## config.mk

```make
export PLATFORM = sky130hd
export DESIGN_NAME = swap_sort_ctrl
export DESIGN_NICKNAME = d
export VERILOG_FILES = /design/src/rtl/swap_sort_pkg.sv /design/src/rtl/cmp_swap.sv /design/src/rtl/swap_sort_ctrl.sv
export SDC_FILE = /design/constraint.sdc
export NUM_CORES = 1
export LEC_CHECK = 0
export BUFFER_PORTS_ARGS = -buffer_cell sky130_fd_sc_hd__buf_4
export CORE_UTILIZATION = 30
export CTS_CLUSTER_DIAMETER = 120
export DETAILED_ROUTE_END_ITERATION = 10
export GPL_TIMING_DRIVEN = 1
export PLACE_DENSITY_LB_ADDON = 0.25
export SETUP_SLACK_MARGIN = 0.2
export SYNTH_ARGS = -nofsm -noshare
export SYNTH_HDL_FRONTEND = slang
export SYNTH_SLANG_ARGS = --single-unit
```

## constraint.sdc

```tcl
create_clock -name clk -period 3.2 [get_ports clk]
set_input_delay 0.32 -clock clk [delete_from_list [all_inputs] [get_ports clk]]
set_output_delay 0.32 -clock clk [all_outputs]
set_load 0.05 [all_outputs]
```

## src/rtl/swap_sort_pkg.sv

```systemverilog
// Shared types and sizing helpers for the swap-sort controller and its datapath.

package swap_sort_pkg;

    typedef enum logic [1:0] {
        StIdle,
        StLoad,
        StSort,
        StDrain
    } state_e;

    // Counter width for indices 0..n-1; never narrower than one bit.
    function automatic int unsigned cnt_width(input int unsigned n);
        return (n < 2) ? 1 : $clog2(n);
    endfunction

    // Compare-swap cycles for a full bubble sort with no early exit.
    function automatic int unsigned sort_cycles(input int unsigned n);
        return (n * (n - 1)) / 2;
    endfunction

endpackage

```

## src/rtl/cmp_swap.sv

```systemverilog
// Combinational compare-and-swap built on the add/subtract exchange (mod 2^W).

module cmp_swap #(
    parameter int unsigned W = 3
) (
    input  logic [W-1:0] x,
    input  logic [W-1:0] y,
    output logic [W-1:0] lo,
    output logic [W-1:0] hi
);

    logic         w_gt;
    logic [W-1:0] w_e1;
    logic [W-1:0] w_f1;
    logic [W-1:0] w_e2;

    always_comb begin
        w_gt = (x > y);
        // Wraparound in e+f cancels in the two subtractions, so overflow is harmless.
        w_e1 = x + y;
        w_f1 = w_e1 - y;
        w_e2 = w_e1 - w_f1;
        lo   = w_gt ? w_e2 : x;
        hi   = w_gt ? w_f1 : y;
    end

endmodule

```

## src/rtl/swap_sort_ctrl.sv

```systemverilog
// Serial-load bubble sorter sharing one cmp_swap; drains smallest first.
// Optional SWAP_SORT_EARLY_EXIT_EN ends sorting after a pass with no exchange.

module swap_sort_ctrl
    import swap_sort_pkg::*;
#(
    parameter int unsigned W = 3,
    parameter int unsigned N = 4
) (
    input  logic         clk,
    input  logic         rst_n,
    input  logic         in_valid,
    input  logic [W-1:0] in_data,
    output logic         in_ready,
    output logic         out_valid,
    output logic [W-1:0] out_data,
    input  logic         out_ready,
    output logic         busy
);

    localparam int unsigned          CntW     = cnt_width(N);
    localparam logic [CntW-1:0]      LastIdx  = CntW'(N - 1);
    localparam logic [CntW-1:0]      LastPass = CntW'(N - 2);
    localparam logic [CntW-1:0]      One      = CntW'(1);

    state_e          r_state, w_state_d;
    logic [W-1:0]    r_mem [N];
    logic [W-1:0]    w_mem_d [N];
    logic [CntW-1:0] r_idx, w_idx_d;
    logic [CntW-1:0] r_i, w_i_d;
    logic [CntW-1:0] r_pass, w_pass_d;
    logic [CntW-1:0] r_oidx, w_oidx_d;
    logic [CntW-1:0] w_i_p1;
    logic [CntW-1:0] w_last_i;
    logic [W-1:0]    w_lo, w_hi;
    logic            w_in_fire, w_out_fire, w_pass_end, w_done;
`ifdef SWAP_SORT_EARLY_EXIT_EN
    logic            r_swapped, w_swapped_d;
    logic            w_exch;
`endif

    assign w_i_p1   = r_i + One;
    assign w_last_i = LastPass - r_pass;

    cmp_swap #(
        .W(W)
    ) u_cmp_swap (
        .x (r_mem[r_i]),
        .y (r_mem[w_i_p1]),
        .lo(w_lo),
        .hi(w_hi)
    );

    assign in_ready   = (r_state == StIdle) || (r_state == StLoad);
    assign out_valid  = (r_state == StDrain);
    assign out_data   = out_valid ? r_mem[r_oidx] : '0;
    assign busy       = (r_state != StIdle);
    assign w_in_fire  = in_valid && in_ready;
    assign w_out_fire = out_valid && out_ready;
    assign w_pass_end = (r_i == w_last_i);

`ifdef SWAP_SORT_EARLY_EXIT_EN
    // lo differs from x only when the pair was exchanged.
    assign w_exch = (w_lo != r_mem[r_i]);
    assign w_done = (r_pass == LastPass) || !(r_swapped || w_exch);
`else
    assign w_done = (r_pass == LastPass);
`endif

    always_comb begin
        w_state_d = r_state;
        w_mem_d   = r_mem;
        w_idx_d   = r_idx;
        w_i_d     = r_i;
        w_pass_d  = r_pass;
        w_oidx_d  = r_oidx;
`ifdef SWAP_SORT_EARLY_EXIT_EN
        w_swapped_d = r_swapped;
`endif
        unique case (r_state)
            StIdle: begin
                if (w_in_fire) begin
                    w_mem_d[0] = in_data;
                    w_idx_d    = One;
                    w_state_d  = StLoad;
                end
            end
            StLoad: begin
                if (w_in_fire) begin
                    w_mem_d[r_idx] = in_data;
                    if (r_idx == LastIdx) begin
                        w_state_d = StSort;
                        w_i_d     = '0;
                        w_pass_d  = '0;
`ifdef SWAP_SORT_EARLY_EXIT_EN
                        w_swapped_d = 1'b0;
`endif
                    end else begin
                        w_idx_d = r_idx + One;
                    end
                end
            end
            StSort: begin
                w_mem_d[r_i]    = w_lo;
                w_mem_d[w_i_p1] = w_hi;
`ifdef SWAP_SORT_EARLY_EXIT_EN
                w_swapped_d = r_swapped || w_exch;
`endif
                if (w_pass_end) begin
                    w_i_d = '0;
`ifdef SWAP_SORT_EARLY_EXIT_EN
                    w_swapped_d = 1'b0;
`endif
                    if (w_done) begin
                        w_state_d = StDrain;
                        w_oidx_d  = '0;
                    end else begin
                        w_pass_d = r_pass + One;
                    end
                end else begin
                    w_i_d = w_i_p1;
                end
            end
            StDrain: begin
                if (w_out_fire) begin
                    if (r_oidx == LastIdx) begin
                        w_state_d = StIdle;
                        w_oidx_d  = '0;
                    end else begin
                        w_oidx_d = r_oidx + One;
                    end
                end
            end
            default: w_state_d = StIdle;
        endcase
    end

    always_ff @(posedge clk or negedge rst_n) begin
        if (!rst_n) begin
            r_state <= StIdle;
            r_idx   <= '0;
            r_i     <= '0;
            r_pass  <= '0;
            r_oidx  <= '0;
            for (int k = 0; k < N; k++) begin
                r_mem[k] <= '0;
            end
        end else begin
            r_state <= w_state_d;
            r_idx   <= w_idx_d;
            r_i     <= w_i_d;
            r_pass  <= w_pass_d;
            r_oidx  <= w_oidx_d;
            r_mem   <= w_mem_d;
        end
    end

`ifdef SWAP_SORT_EARLY_EXIT_EN
    always_ff @(posedge clk or negedge rst_n) begin
        if (!rst_n) begin
            r_swapped <= 1'b0;
        end else begin
            r_swapped <= w_swapped_d;
        end
    end
`endif

endmodule

```

; ---- After elaboration in Yosys (flattened, before gate mapping)
; Index checks and enable logic that the tools add are counted.
[word_totals]
regBits = 22
wordCells = 112
[classes]
n_addsub = 8
magnitude_cmp = 8
eq_ne = 16
n_mux = 48
n_bitwise = 4
reduce_logical = 19
[ops]
columns = operator, n
row1 = 3-bit 2-to-1 mux, 13
row2 = 12-bit bitwise mux, 3
row3 = 2-bit 2-to-1 mux, 18
row4 = 3-bit binary-select mux with 2-bit select, 3
row5 = 3-bit demux with 2-bit select, 3
row6 = 9-bit case mux with 2 select lines, 1
row7 = 2-bit case mux with 2 select lines, 4
row8 = 3-bit >= comparator (second input constant), 4
row9 = 12-bit 2-to-1 mux, 1
row10 = 2-bit inequality test (second input constant), 6
row11 = 2-bit inverter with 3-bit output, 4
row12 = 2-bit == test (second input constant), 5
row13 = 3-bit by 1-bit less-than comparator with 1-bit output (second input constant), 3
row14 = 3-bit case mux with 3 select lines, 1
row15 = 2-bit by 1-bit adder with 2-bit output (second input constant), 4
row16 = 2-bit case mux with 4 select lines, 1
row17 = 4-bit AND reduction, 2
row18 = 2-bit nonzero test, 4
row19 = 7-bit AND reduction, 1
row20 = 2-bit by 1-bit inequality test with 1-bit output (second input constant), 3
row21 = 3-bit AND reduction, 2
row22 = 3-bit subtractor, 2
row23 = 1-bit logical AND, 5
row24 = 5-bit AND reduction, 1
row25 = other kinds (9), 9

; ---- Longest topological paths before layout
; Gate-level depths: netlist of the first run.
[logic_depth]
ltp_word = 12
mapped_depth = 14
ltp_nobuf = 13

; ---- By module
; From an unflattened synthesis of the first run, not the netlist that was laid out.
[hier_totals]
hier_cells = 222
area_unflattened_um2 = 2177.1
[by_module_without_submodules]
columns = module, instances, cells_each, area_per_inst_um2, seq_area_each_um2
row1 = swap_sort_ctrl, 1, 192, 1880.6, 550.5
row2 = cmp_swap, 1, 30, 296.5, 0.0

; ---- Worst setup path after synthesis of the first run
; No wires, ideal clock.
[synth_path]
path_kind = register to register
start = register r_i[0]
end = register r_mem[11] in the netlist's numbering
arrival_time_ns = 3.342
required_ns = 3.062
path_slack_ns = -0.281
stages_incl_launch_ff = 13
n_path_buf = 1
cell_sequence = dfrtp_1 clkbuf_8 inv_1 ha_1 mux4_1 inv_1 ha_1 xor2_1 fa_1 xnor3_1 nand2_1 a311oi_1 o21ai_0
[synth_via]
elab_chain_cells = 12
[synth_lines]
columns = element, line_no
row1 = start: declaration, swap_sort_ctrl.sv:30  ; logic [CntW-1:0] r_i, w_i_d;
row2 = start signal: assignment, swap_sort_ctrl.sv:151  ; r_i <= w_i_d;
row3 = 2-bit by 1-bit adder with 2-bit output, swap_sort_ctrl.sv:42  ; assign w_i_p1 = r_i + One;
row4 = 2-bit inverter with 3-bit output (implied by the code), "swap_sort_ctrl.sv:49, swap_sort_ctrl.sv:105"
row5 = 3-bit binary-select mux with 2-bit select, swap_sort_ctrl.sv:49  ; .y (r_mem[w_i_p1]),
row6 = 3-bit 2-to-1 mux (implied by the code) (2 in a row), swap_sort_ctrl.sv:49
row7 = 3-bit adder, cmp_swap.sv:20  ; w_e1 = x + y;
row8 = 3-bit subtractor, cmp_swap.sv:21  ; w_f1 = w_e1 - y;
row9 = 3-bit subtractor, cmp_swap.sv:22  ; w_e2 = w_e1 - w_f1;
row10 = 3-bit 2-to-1 mux, cmp_swap.sv:23  ; lo = w_gt ? w_e2 : x;
row11 = 12-bit bitwise mux, swap_sort_ctrl.sv:104  ; w_mem_d[r_i] = w_lo;
row12 = 12-bit bitwise mux *, swap_sort_ctrl.sv:105  ; w_mem_d[w_i_p1] = w_hi;
row13 = 3-bit case mux with 3 select lines *, swap_sort_ctrl.sv:80  ; unique case (r_state)
row14 = end signal: assignment, swap_sort_ctrl.sv:154  ; r_mem <= w_mem_d;
row15 = end: declaration, swap_sort_ctrl.sv:27  ; logic [W-1:0] r_mem [N];
; Mark *: on every way between the ends. The rest lies on a longest branch, timed or not. The select of a mux whose other input is x is not followed.
; A chain may end at the register's enable or synchronous reset.

; ---- Worst setup path after layout of the first run
[layout_path]
start = register r_i[0]
end = register r_mem[10] in the netlist's numbering
; Same word-level chain as after synthesis.

==> flow_metrics.tcl, run 1 <==
set metrics [dict create \
    wl_met3_um 179 \
    hold_viol_final 0 \
    syn2layout_area_growth_pct 26.7 \
    grt_start_max_net_pins 23 \
    drt_iter0_drc 86 \
    row_count 30 \
    nFillCells 697 \
    fmax_mhz 315 \
    syn_area_um2 2110 \
    fp.coreArea_um2 6790 \
    holdPathEnd "r_mem[9]$_DFFE_PN0P_" \
    io_buffer_count 12 \
    antenna_cells 0 \
    rsz0062_at_grt "true" \
    worstMarginPinSlew_ns 0.636 \
    worstSetupPathType "register to register" \
    finalSetupViolCount 0 \
    syn-num-nets 248 \
    top_layer "met4" \
    grt_pass1_wl_um 9650 \
    cts.sinks 22 \
    yosysUniqueCellTypes 49 \
    worstHoldStart "in_data[0]" \
    dp_hpwl_um 4540 \
    drtAntennaViolNets 0 \
    dieArea_um2 7360 \
    path_clk_slew_ns 0.08 \
    yosysWarnings 0 \
    drive_gt1_frac 0.316 \
    gp_congestion 0.856 \
    cts_buffers 3 \
    async_flop_share 1.00 \
    dr.pass1.iters 4 \
    die_x_um 85.8 \
    synth.area.top_cells "dfrtp_1, ha_1, mux4_2" \
    num_vias 1868 \
    syn_avg_cell_area_um2 9.67 \
    gr-usage-all-layers 0.170 \
    drt-total-wl_um 5880 \
    rrSetupSlack_ns 0.03 \
    drt_drc_violations_left 0 \
    wl_per_cell_um 17.0 \
    fin_worst_skew_ns 0.00559 \
    die_h_um 85.8 \
    syn_inst 218 \
    antenna_found_initial 0 \
    timing.rr.start "r_i[0]$_DFFE_PN0P_" \
    relSlewSlack 0.576 \
    wl_met2_um 2920 \
    max_cap_viol_count 0 \
    fin_crit_sh 0.992 \
    min_path_type "primary input to register" \
    clk_latency_ns 0.27 \
    initial_core_util 0.310 \
    timing.final.ws_setup_ns 0.0258 \
    synth_top_area_cell "dfrtp_1" \
    htreeDepth 1 \
    cp.arrival_ns 3.29 \
    ys_ff_latch 22 \
    reg2reg_depth 11 \
    status "complete, no violations" \
    synth-edff-count 0 \
    path_max_fanout 4 \
    multi_input_area_um2 1610 \
    yosysSeqAreaShare 0.261 \
    r2r-end "r_mem[10]$_DFFE_PN0P_" \
    final_cell_mix "buf_4, dfrtp_1, o21ai_0" \
    fin_crit_ns 3.17 \
    holdWs_ns 0.367 \
    critPathCaptureType "register" \
    synth_ff_type "dfrtp_1" \
    clk_path_buf_depth 2 \
    final_common_cell "buf_4" \
    cts_tree "done" \
    pre_cts_ws_ns -0.0246 \
    root_buffer "clkbuf_8" \
    viasPerCell 5.40 \
    grt_overflow 0 \
    io_pins 13 \
    slew_violations 0 \
    nets 281 \
    critPathLaunchType "register" \
    holdPathStages 3 \
    netlist.area_leader.share 0.261 \
    required_ns 3.32 \
    seqCellArea_um2 552 \
    grt_pass1_vias 1830 \
    wl_met1_um 2740 \
]
[cell type report]
cell class	instances	area share
flip-flops and latches	22	0.207
multi-input cells	169	0.603
repair buffers	33	0.0951
well taps	96	0.0450
clock buffers	4	0.0169
inverters	22	0.0337
[worst max-delay path by stage]
stage / startpoint / to / slack [ns] / cells past startpoint
final: r_i[0]$_DFFE_PN0P_ / r_mem[10]$_DFFE_PN0P_ / 0.03 / 11
after global routing: r_i[0]$_DFFE_PN0P_ / r_mem[8]$_DFFE_PN0P_ / -0.12 / 13
after CTS: r_i[0]$_DFFE_PN0P_ / r_mem[8]$_DFFE_PN0P_ / 0.04 / 13
after detailed placement: r_i[0]$_DFFE_PN0P_ / r_mem[4]$_DFFE_PN0P_ / -0.02 / 11
after global placement: r_i[0]$_DFFE_PN0P_ / r_mem[4]$_DFFE_PN0P_ / 0.003 / 11
after floorplan: r_i[0]$_DFFE_PN0P_ / r_mem[4]$_DFFE_PN0P_ / -0.02 / 12
[per-stage QoR]
step	TNS, ns	std cells	cell area [um2]	utilization
floorplan	-0.0153	218	2180	-
global placement	0	337	2480	0.365
detailed placement	-0.0288	337	2480	0.365
CTS	0	344	2610	0.384
global route	-0.550	346	2670	0.393
finish	0	346	2670	0.393
[cells by family after synthesis]
family / Yosys count / synth area share
AND/OR/NAND/NOR: 54 / 0.141
buffers and inverters: 27 / 0.0534
AO/OA/AOI/OAI: 71 / 0.239
multiplexers: 14 / 0.126
adder cells (fa/ha/maj): 23 / 0.144
XOR/XNOR: 7 / 0.0356
flip-flops: 22 / 0.261
[cells in the mapped netlist (all sizes together) (2+ instances only)]
cell type,number
a21oi,14
clkbuf,5
xor2,3
nand2b,3
inv,22
a2bb2oi,3
nor2,11
nand3,3
a211o,3
o31ai,2
o21ai,20
and2,3
a2111o,2
a21boi,2
o221ai,4
ha,21
fa,2
mux2i,3
a222oi,3
dfrtp,22
a22oi,2
nor2b,3
mux4,9
mux2,2
nor3,6
a21o,4
nand2,12
and4,9
a32o,4
xnor2,3
[routing by layer]
metal,up-vias,track usage
li1,898,-
met1,930,0.229
met2,35,0.292
met3,5,0.0154
met4,0,0.0470
met5,-,0
[critical path, cell delays in order (launching register included)]
cell	delay (ns)
dfrtp_1	0.42
inv_6	0.04
ha_4	0.29
mux4_2	0.55
ha_4	0.18
inv_2	0.05
fa_1	0.41
inv_2	0.10
fa_1	0.43
mux2i_4	0.24
a2111o_1	0.20
o311ai_2	0.10
[state kept, by name (all words and copies together) (netlist names)]
signal   count
r_state      2
r_oidx       2
r_mem       12
r_i          2
r_idx        2
r_pass       2
[what timing repair did]
item	4_1_cts	5_1_grt
gates resized for setup	10	13
hold buffers	1	0
endpoints found under the setup margin	12	12
hold endpoints to repair	22	0
buffers inserted	2	2
pin swaps	7	7
Power of run 1 is not shown: default switching activity piles up to over one toggle a cycle in this logic, so the estimate is an artifact.
==> inputs of run 2 (changes only) <==
- ABC_AREA: unset -> 1
- CORE_ASPECT_RATIO: unset -> 0.8
- SLEW_MARGIN: unset -> 20
==> run 2 against run 1 <==
Compared with the run above:
- die area rose by 6.5%
- wire length is 12% higher
- setup slack better by 0.18 ns
- clock-buffer cell count unchanged
- synthesized area is 6.7% higher
- largest cell class unchanged
- highest routed layer unchanged
==> flow_metrics.tcl, run 2 <==
set metrics [dict create \
    io_buffer_count 12 \
    dp_cells 442 \
    syn_avg_cell_area_um2 6.59 \
    worstHoldStart "in_valid" \
    synth.area.top_cells "dfrtp_1, nand2_1, ha_1" \
    place_area_um2 2500 \
    fin_worst_skew_ns 0.00633 \
    cp.arrival_ns 3.16 \
    die_x_um 98.8 \
    required_ns 3.37 \
    netlist.area_leader.share 0.245 \
    worstMarginPinSlew_ns 0.775 \
    syn2layout_area_growth_pct 21.5 \
    drtAntennaViolNets 0 \
    drive_gt1_frac 0.192 \
    gr-usage-all-layers 0.171 \
    yosysWarnings 0 \
    clk_path_buf_depth 2 \
    max_cap_viol_count 0 \
    wl_met2_um 2700 \
    syn_area_um2 2250 \
    critPathCaptureType "register" \
    wl_met3_um 238 \
    finalSetupViolCount 0 \
    antenna_cells 0 \
    design_area_um2 2730 \
    clk_latency_ns 0.27 \
    fin_crit_ns 3.00 \
    synth_top_area_cell "dfrtp_1" \
    grt_overflow 0 \
    drt_drc_violations_left 0 \
    critPathLaunchType "register" \
    rsz0062_at_grt "true" \
    syn-num-nets 371 \
    drt_iter0_drc 173 \
    num_vias 2280 \
    synth-edff-count 0 \
    fin_crit_sh 0.936 \
    fin_cells 456 \
    yosysSeqAreaShare 0.245 \
    cts_buffers 3 \
    fp.coreArea_um2 7060 \
    largest_reg_flops 12 \
    grt_pass1_wl_um 10400 \
    synth_ff_type "dfrtp_1" \
    dieArea_um2 7840 \
    relSlewSlack 0.478 \
    worstSetupPathType "register to register" \
    syn_inst 341 \
    row_count 27 \
    io_pins 13 \
    cts.sinks 22 \
    timing.rr.start "r_i[1]$_DFFE_PN0P_" \
    status "complete, no violations" \
    hold_viol_final 0 \
    dp_hpwl_um 5070 \
    gp_congestion 0.851 \
    min_path_type "primary input to register" \
    path_max_fanout 4 \
    final_common_cell "nand2_1" \
    async_flop_share 1.00 \
    startpoint "r_i[1]$_DFFE_PN0P_" \
    htreeDepth 1 \
    top_register "r_mem" \
    die_h_um 79.4 \
    fmax_mhz 334 \
    grt_pass1_vias 2022 \
    synth_most_common_cell "nand2_1" \
    ys_ff_latch 22 \
    path_clk_slew_ns 0.09 \
    grt_start_max_net_pins 23 \
    final_cell_mix "nand2_1, inv_1, a21oi_1, o21ai_0, buf_4" \
    root_buffer "clkbuf_8" \
    antenna_found_initial 0 \
    nets 400 \
    synthTopCellsByCount "nand2_1, inv_1, a21oi_1" \
    dr.pass1.iters 4 \
    top_layer "met4" \
    yosysUniqueCellTypes 31 \
    wl_met1_um 3610 \
    final.setup.tns_ns 0 \
    wl_per_cell_um 14.5 \
    initial_core_util 0.318 \
    slew_violations 0 \
    holdWs_ns 0.353 \
    drt-total-wl_um 6590 \
    viasPerCell 5.00 \
    cts_tree "done" \
]
## run 2: cell count changes in the layout (fill, tap and decap cells not counted), sizes merged, moves of 12 or more
| cell | previous run | this run |
|---|---|---|
| a21oi | 14 | 35 |
| inv | 22 | 58 |
| nand2 | 12 | 89 |
| nand3 | 3 | 16 |
| nor2 | 11 | 23 |
| o21ai | 20 | 39 |
## run 2: per-stage QoR
stage	util	worst slack, ns
6_report	0.387	0.205
4_1_cts	0.370	0.101
2_1_floorplan	-	0.213
3_5_place_dp	0.354	0.0643
3_3_place_gp	0.354	0.112
5_1_grt	0.387	0.0123
## run 2: cell families after synthesis
group,count (synthesis),share of synthesized area
buf+inv,62,0.112
xor+xnor,2,0.0111
simple gates,134,0.249
fa+ha+maj,23,0.135
compound gates,98,0.248
flops,22,0.245
## run 2: layer usage
metal / track usage / up-vias
met5: 0 / -
met4: 0.0224 / 0
met3: 0.0263 / 5
met2: 0.262 / 50
met1: 0.256 / 1055
li1: - / 1170
## run 2: final cells by class
cell class	count	area, um2
clock buffers	4	55.1
fillers	736	4330
inverters	58	223
multi-input cells	257	1570
flip-flops and latches	22	552
well taps	87	109
repair buffers	28	225
## run 2: final timing paths
path	end	slack (ns)	depth (start not counted)
hold / removal	r_idx[1]$_DFFE_PN0P_	0.35	3
min in group asynchronous	r_mem[3]$_DFFE_PN0P_	0.47	2
setup reg to reg	r_mem[11]$_DFFE_PN0P_	0.20	26
setup / recovery	r_mem[11]$_DFFE_PN0P_	0.20	26
hold reg to reg	r_pass[1]$_DFFE_PN0P_	0.56	2
max in group asynchronous	r_i[0]$_DFFE_PN0P_	2.46	2
## run 2: worst max-delay path, stage by stage (launching register included)
cell	delay (ns)
dfrtp_1	0.37
inv_2	0.06
ha_4	0.29
inv_4	0.04
a21oi_2	0.08
o21ai_1	0.07
nand2_1	0.09
inv_2	0.05
ha_4	0.15
inv_2	0.05
fa_1	0.43
inv_2	0.10
ha_4	0.20
nand2_1	0.06
nand2_1	0.06
nand2_1	0.06
nand2_1	0.06
nand2_2	0.07
nand2_2	0.07
nand2_2	0.08
nand3_4	0.09
nand3_2	0.07
nand2_1	0.05
nand2_1	0.07
nand2_1	0.06
nand2_1	0.05
nand2_1	0.05
## run 2: timing repair
action,in CTS,in global routing
pin swaps,11,11
hold endpoints to repair,22,0
setup buffers,3,6
resized for setup,8,13
hold buffers,1,0
endpoints found under the setup margin,8,11
Power of run 2 is left out for the same reason.
